## src/rtl/pll_lock_rst_ctrl.sv

```systemverilog
// PLL supervisor: per-channel reset pulse, debounced lock qualification, timeout retry, domain reset release.
// Optional build macro PLL_RELOCK_CNT_EN adds saturating per-channel lost-lock counters on relock_cnt.
module pll_lock_rst_ctrl #(
  parameter int N_PLL        = 2,
  parameter int RST_CYCLES   = 16,
  parameter int LOCK_STABLE  = 1024,
  parameter int LOCK_TIMEOUT = 65536,
  parameter int SEQ_RELEASE  = 0
) (
  input  logic               clk,
  input  logic               rst_n,
  input  logic [N_PLL-1:0]   pll_lock,
  input  logic [N_PLL-1:0]   pll_rst_req,
  input  logic               timeout_clr,
  output logic [N_PLL-1:0]   pll_rst,
  output logic [N_PLL-1:0]   rst_out_n,
  output logic               ready_all,
  output logic [N_PLL-1:0]   timeout,
  output logic [8*N_PLL-1:0] relock_cnt
);
  localparam int RW = (RST_CYCLES   > 1) ? $clog2(RST_CYCLES)   : 1;
  localparam int SW = (LOCK_STABLE  > 1) ? $clog2(LOCK_STABLE)  : 1;
  localparam int TW = (LOCK_TIMEOUT > 1) ? $clog2(LOCK_TIMEOUT) : 1;

  localparam logic [RW-1:0] RST_LAST = RW'(RST_CYCLES - 1);
  localparam logic [SW-1:0] STB_LAST = SW'(LOCK_STABLE - 1);
  localparam logic [TW-1:0] TMO_LAST = TW'(LOCK_TIMEOUT - 1);

  localparam logic [1:0] ST_RST  = 2'd0;
  localparam logic [1:0] ST_WAIT = 2'd1;
  localparam logic [1:0] ST_RUN  = 2'd2;

  // Per-channel FSM state and counters, kept together so g_ch[i].q is the observable debug view.
  typedef struct packed {
    logic [1:0]    state;
    logic [RW-1:0] rst_cnt;
    logic [SW-1:0] stb_cnt;
    logic [TW-1:0] tmo_cnt;
  } ch_t;

  logic [N_PLL-1:0] lock_m;
  logic [N_PLL-1:0] lock_s;

  always_ff @(posedge clk) begin
    if (!rst_n) begin
      lock_m <= '0;
      lock_s <= '0;
    end else begin
      lock_m <= pll_lock;
      lock_s <= lock_m;
    end
  end

  for (genvar i = 0; i < N_PLL; i++) begin : g_ch
    ch_t  q;
    ch_t  d;
    logic tmo_hit;
    logic gate;

    // Channel 0 is never gated; higher channels follow their predecessor when sequencing.
    if (i == 0 || SEQ_RELEASE == 0) begin : g_ungated
      assign gate = 1'b1;
    end else begin : g_gated
      assign gate = rst_out_n[i-1];
    end

    always_comb begin
      d       = q;
      tmo_hit = 1'b0;
      if (pll_rst_req[i]) begin
        d       = '0;
        d.state = ST_RST;
      end else begin
        case (q.state)
          ST_RST: begin
            if (q.rst_cnt == RST_LAST) begin
              d       = '0;
              d.state = ST_WAIT;
            end else begin
              d.rst_cnt = q.rst_cnt + 1'b1;
            end
          end
          ST_WAIT: begin
            if (lock_s[i] && q.stb_cnt == STB_LAST) begin
              d       = '0;
              d.state = ST_RUN;
            end else if (q.tmo_cnt == TMO_LAST) begin
              d       = '0;
              d.state = ST_RST;
              tmo_hit = 1'b1;
            end else begin
              d.tmo_cnt = q.tmo_cnt + 1'b1;
              d.stb_cnt = lock_s[i] ? q.stb_cnt + 1'b1 : '0;
            end
          end
          ST_RUN: begin
            if (!lock_s[i]) begin
              d       = '0;
              d.state = ST_RST;
            end
          end
          default: begin
            d       = '0;
            d.state = ST_RST;
          end
        endcase
      end
    end

    // Outputs are decoded from the next state so they change on the same edge as the FSM.
    always_ff @(posedge clk) begin
      if (!rst_n) begin
        q            <= '0;
        pll_rst[i]   <= 1'b1;
        rst_out_n[i] <= 1'b0;
        timeout[i]   <= 1'b0;
      end else begin
        q            <= d;
        pll_rst[i]   <= (d.state == ST_RST);
        rst_out_n[i] <= (d.state == ST_RUN) && gate;
        timeout[i]   <= tmo_hit | (timeout[i] & ~timeout_clr);
      end
    end

`ifdef PLL_RELOCK_CNT_EN
    logic lost;
    assign lost = (q.state == ST_RUN) && !lock_s[i] && !pll_rst_req[i];

    always_ff @(posedge clk) begin
      if (!rst_n) begin
        relock_cnt[8*i +: 8] <= 8'h00;
      end else if (lost && relock_cnt[8*i +: 8] != 8'hFF) begin
        relock_cnt[8*i +: 8] <= relock_cnt[8*i +: 8] + 8'd1;
      end
    end
`else
    assign relock_cnt[8*i +: 8] = 8'h00;
`endif
  end

  always_ff @(posedge clk) begin
    if (!rst_n) begin
      ready_all <= 1'b0;
    end else begin
      ready_all <= &rst_out_n;
    end
  end

endmodule

```

## config.mk

```make
export PLATFORM = sky130hd
export DESIGN_NAME = pll_lock_rst_ctrl
export DESIGN_NICKNAME = d
export VERILOG_FILES = /design/src/rtl/pll_lock_rst_ctrl.sv
export SDC_FILE = /design/constraint.sdc
export NUM_CORES = 1
export LEC_CHECK = 0
export ABC_AREA = 1
export BUFFER_PORTS_ARGS = -buffer_cell sky130_fd_sc_hd__buf_4
export CAP_MARGIN = 0
export CORE_MARGIN = 1
export CORE_UTILIZATION = 30
export CTS_CLUSTER_DIAMETER = 120
export DETAILED_ROUTE_END_ITERATION = 12
export GPL_ROUTABILITY_DRIVEN = 0
export GPL_TIMING_DRIVEN = 0
export PLACE_DENSITY = 0.56
export RECOVER_POWER = 50
export SYNTH_ARGS = -nofsm -noshare
export SYNTH_HDL_FRONTEND = slang
export SYNTH_SLANG_ARGS = --single-unit
```

## constraint.sdc

```tcl
create_clock -name clk -period 4 [get_ports clk]
set_input_delay 0.8 -clock clk [delete_from_list [all_inputs] [get_ports clk]]
set_output_delay 0.8 -clock clk [all_outputs]
set_load 0.03 [all_outputs]
```

Word-level counts from Yosys, hierarchy flattened
Index checks and enable logic that the tools add are counted.
{"block": "word_totals", "register_bits": 75, "inputBits": 7, "out_inout_bits": 23, "elab_cells": 88}
{"block": "classes", "addsub": 6, "eq_ne": 18, "n_mux": 28, "n_bitwise": 6, "n_reduce_logical": 13}
{"op": "$mux W32", "n": 6}
{"op": "$pmux W32 S3", "n": 2}
{"op": "$mux W26", "n": 4}
{"op": "$add A16 B1 Y16 const B", "n": 2}
{"op": "$eq A16 B16 Y1 const B", "n": 2}
{"op": "$add A10 B1 Y10 const B", "n": 2}
{"op": "$eq A10 B10 Y1 const B", "n": 2}
{"op": "$mux W10", "n": 2}
{"op": "$mux W6", "n": 2}
{"op": "$reduce_and A2 Y1", "n": 5}
{"op": "$add A4 B1 Y4 const B", "n": 2}
{"op": "$eq A2 B2 Y1 const B", "n": 4}
{"op": "$eq A4 B4 Y1 const B", "n": 2}
{"op": "$logic_not A2 Y1", "n": 4}
{"op": "$mux W1", "n": 8}
{"op": "$mux W4", "n": 2}
{"op": "$ne A2 B2 Y1 const B", "n": 4}
{"op": "$ne A3 B3 Y1 const B", "n": 2}
{"op": "$eq A2 B1 Y1 const B", "n": 2}
{"op": "$mux W2", "n": 2}
{"op": "$reduce_or A2 Y1", "n": 2}
{"op": "$and A1 B1 Y1", "n": 2}
{"op": "$logic_and A1 B1 Y1", "n": 2}
{"op": "$not A1 Y1", "n": 2}
{"op": "$or A1 B1 Y1", "n": 2}

Logic depth before layout (Yosys ltp)
{"block": "depth", "word_depth": 7, "ltp_mapped": 11, "mapped_depth_nobuf": 10}

Worst setup path after synthesis
Ideal clock, no wire load.
{"block": "synth_path", "path_type": "input to register", "start": "input rst_n", "end": "register g_ch[0].q[12] (netlist bit)", "setup_ns": 0.070, "arrival_ns": 1.461, "t_required_ns": 3.930, "slack_ns": 2.468, "path_stages": 5, "path_buffers": 1, "cell_sequence": "inv_2 > nor2_2 > inv_1 > clkbuf_1 > a21oi_1"}
{"block": "synth_via", "elab_chain_cells": 2}
{"item": "from (decl)", "line": "11", "source": "input logic rst_n,"}
{"item": "$not A1 Y1 (no line)"}
{"item": "$reduce_or A2 Y1 (no line)"}
{"item": "to (signal assigned)", "line": "113", "source": "q <= '0;"}
{"item": "to (signal assigned)", "line": "118", "source": "q <= d;"}
{"item": "to (decl)", "line": "55", "source": "ch_t q;"}
Every way passes these cells.
A chain may end at the register's enable or synchronous reset.

Final worst setup path
{"block": "layout_path", "start": "input rst_n", "end": "register g_ch[0].q[14] (netlist bit)"}
Same word-level chain as after synthesis.

==> impl_metrics.yaml <==
timing:
  finalWorstSetupSlack_ps: 1747
  finalHoldViolCount: 0
  max_slew_margin_pct: 56.86
  fin_worst_skew_ps: 6.770
  worst_pin_slew_ps: 644.8
  setup-tns-final_ps: 0
  fmax_ghz: 0.4439
  maxSlewViolCount: 0
  grt_setup_unrepaired: "no"
  finalSetupViolations: 0
  post-route-period-util_pct: 56.32
  finalCriticalPeriod_ps: 2253
route:
  wl_mm: 7.899
  antenna_left: 0
  drtIter0Drc: 111
  avgRoutedWirePerCell_um: 10.55
  via_per_inst: 4.474
  drc_errors: 0
  dr.pass1.iters: 4
  num_vias: 3351
finish:
  mostFrequentLayoutCell: "nand2_1"
  nFillCells: 1324
  final_cell_mix: "nand2_1, nor2_1, dfxtp_1"
  area_growth_pct: 18.08
  fin_nets: 589
  drive_gt1_share_pct: 13.77
  diodes: 0
setup_path:
  crit_path_end_kind: "flop"
  arrival_ps: 2520
  r2r_cells: 9
  critPathBufInv: 4
  critPathRequiredTime_ps: 4260
  cp.depth: 6
  path_delay_family: "buffers and inverters"
  crit_fanout: 10
  path_cells: "clkbuf_1, inv_1, nor2_1, inv_1, clkbuf_1, a21oi_1"
  max_stage_delay_ps: 500
  crit_slowest_cell: "nor2_1"
  startpoint_type: "input pin"
  crit_type: "in2reg"
min_path:
  whs_path_depth: 2
  min-delay-path-class: "reg2reg"
status:
  outcome: "finished clean"
floorplan:
  dieArea_um2: 13210
  core_um2: 12210
  initial_core_util_pct: 31.33
  num_rows: 40
  die_x_um: 114.9
  die_h_um: 114.9
  ios: 30
clock_tree:
  cts_hold_buf: 0
  numCtsBuffers: 9
  cts_tree: "built"
  clk_pin_slew_ps: 60
  cts_sinks: 75
  h-tree-depth: 3
  clk_latency_ps: 340
  cts_resized: 0
  cts-root-buf: "clkbuf_16"
  cts_max_path_buffers: 2
  cts_setup_buffers: 0
global_route:
  grt_antenna_before_repair: 0
  grt_usage_pct: 13.13
  grt_pass1_wl_mm: 13.63
  busiest_layer: "met2"
  use_met3_pct: 3.690
  met2_usage_pct: 21.61
  grt_max_degree: 14
  grt_overflow: 0
  met1_usage_pct: 15.97
  grt_pass1_vias: 3083
power_and_ir_drop:
  switchingPower_uw: 359.5
  peakVddDrop_mv: 0.2397
  seqPwrFrac_pct: 41.9
  swShare_pct: 19.95
  p_int_mw: 1.442
  power_density_nw_per_um2: 398.8
  p_clk_share_pct: 54.7
  power_leakage_nw: 1.738
  pwr-share-comb_pct: 3.4
synthesis:
  synth-edff-count: 0
  synth_cell_type_count: 35
  netlist_instances: 537
  ys_seq_elements: 75
  syn_area_um2: 3826
  ys_async_sr_fraction_pct: 0
  yosysWarnings: 0
  ys_seq_area_share_pct: 39.24
  synth_ff_type: "dfxtp_1"
  avgSynthCellArea_um2: 7.125
flow_run:
  max-cap-violations: 0
place:
  io_buffers: 13
  dp.final_hpwl_mm: 5.815
  place_ws_ps: 1872
-- stage by stage --
stage	instance area, um2	total power [mW]	std cells	hold slack (ps)	util (%)
final	4518	1.802	749	407.6	37.00
after global placement	4190	0.8335	733	394.6	34.31
after CTS	4556	1.821	749	407.6	37.31
after floorplan	3882	0.8199	552	390.0	-
after global routing	4518	1.865	749	441.7	37.00
after detailed placement	4190	0.8345	733	397.3	34.31
-- state kept, by name, indices dropped and copies added (netlist names) --
| signal | count |
|---|---|
| g_ch.q | 64 |
| lock_m | 2 |
| lock_s | 2 |
| pll_rst | 2 |
| ready_all | 1 |
| rst_out_n | 2 |
| timeout | 2 |
-- synthesized netlist by cell type (2+ instances only) --
master | number | share of area, %
nor2_2 | 12 | 2.0
nor2_1 | 83 | 8.1
o22ai_1 | 3 | 0.49
buf_6 | 3 | 0.88
nand3_2 | 3 | 0.78
o21ai_1 | 3 | 0.39
buf_4 | 16 | 3.1
nand2_2 | 10 | 1.6
xnor2_1 | 7 | 1.6
a31oi_1 | 2 | 0.33
nand2_4 | 2 | 0.59
o21bai_1 | 3 | 0.59
buf_2 | 2 | 0.26
nor3_2 | 2 | 0.52
or2_2 | 5 | 0.82
nand2_1 | 111 | 11
nor3_1 | 2 | 0.26
nand4_1 | 19 | 3.1
xor2_1 | 14 | 3.2
o21ai_0 | 20 | 2.6
clkbuf_1 | 2 | 0.20
ha_1 | 6 | 2.0
a21oi_1 | 27 | 3.5
inv_2 | 3 | 0.29
nor2_4 | 2 | 0.59
nand3_1 | 40 | 5.2
dfxtp_1 | 75 | 39
nand3b_1 | 2 | 0.39
inv_1 | 52 | 5.1
-- routing by layer --
metal | vias to the layer above | part of all wire [%]
li1 | 1773 | -
met1 | 1511 | 48
met2 | 52 | 45
met3 | 15 | 4.2
met4 | 0 | 2.2
met5 | - | 0
-- worst min-delay path, cell delays in order (launching register included) --
cell	delay, ps
dfxtp_1	300
nand2_1	40
inv_1	40
-- power by group through the flow --
stage                     Combinational, mW  Clock [mW]  Sequential (mW)
final                                0.0617       0.985            0.755
after global routing                 0.0678        1.04            0.755
after CTS                            0.0635        1.00            0.755
after detailed placement             0.0632           0            0.771
after global placement               0.0624           0            0.771
after floorplan                      0.0499           0            0.770
-- layout make-up --
cell class / count / area [um2] / share of cell area, %
multi-input combinational: 398 / 1989 / 44.03
sequential: 75 / 1501 / 33.23
clock buffer: 9 / 225.2 / 4.985
inverter: 56 / 212.7 / 4.708
tap: 168 / 210.2 / 4.652
buffer: 23 / 171.4 / 3.794
clock inverter: 7 / 140.1 / 3.102
timing repair buffer: 13 / 67.56 / 1.495
-- final timing paths --
path,start,end,slack [ps]
worst max-delay path,rst_n,g_ch[0].q[14],1750
worst min register to register,lock_m[1],lock_s[1],410
worst min-delay path,lock_m[1],lock_s[1],410
worst max register to register,g_ch[1].q[0],g_ch[1].q[4],2140
-- logic make-up after synthesis --
group	after synthesis	share of synthesized area (%)
and+or+nand+nor	295	35.42
buffers and inverters	79	10.04
DFF	75	39.24
AOI/OAI and AO/OA	59	8.175
xor gates and xnor gates	21	4.807
adders and majority gates	6	1.962
other	1	0.09801
muxes	1	0.2616
(Power assumes the default switching activity.)
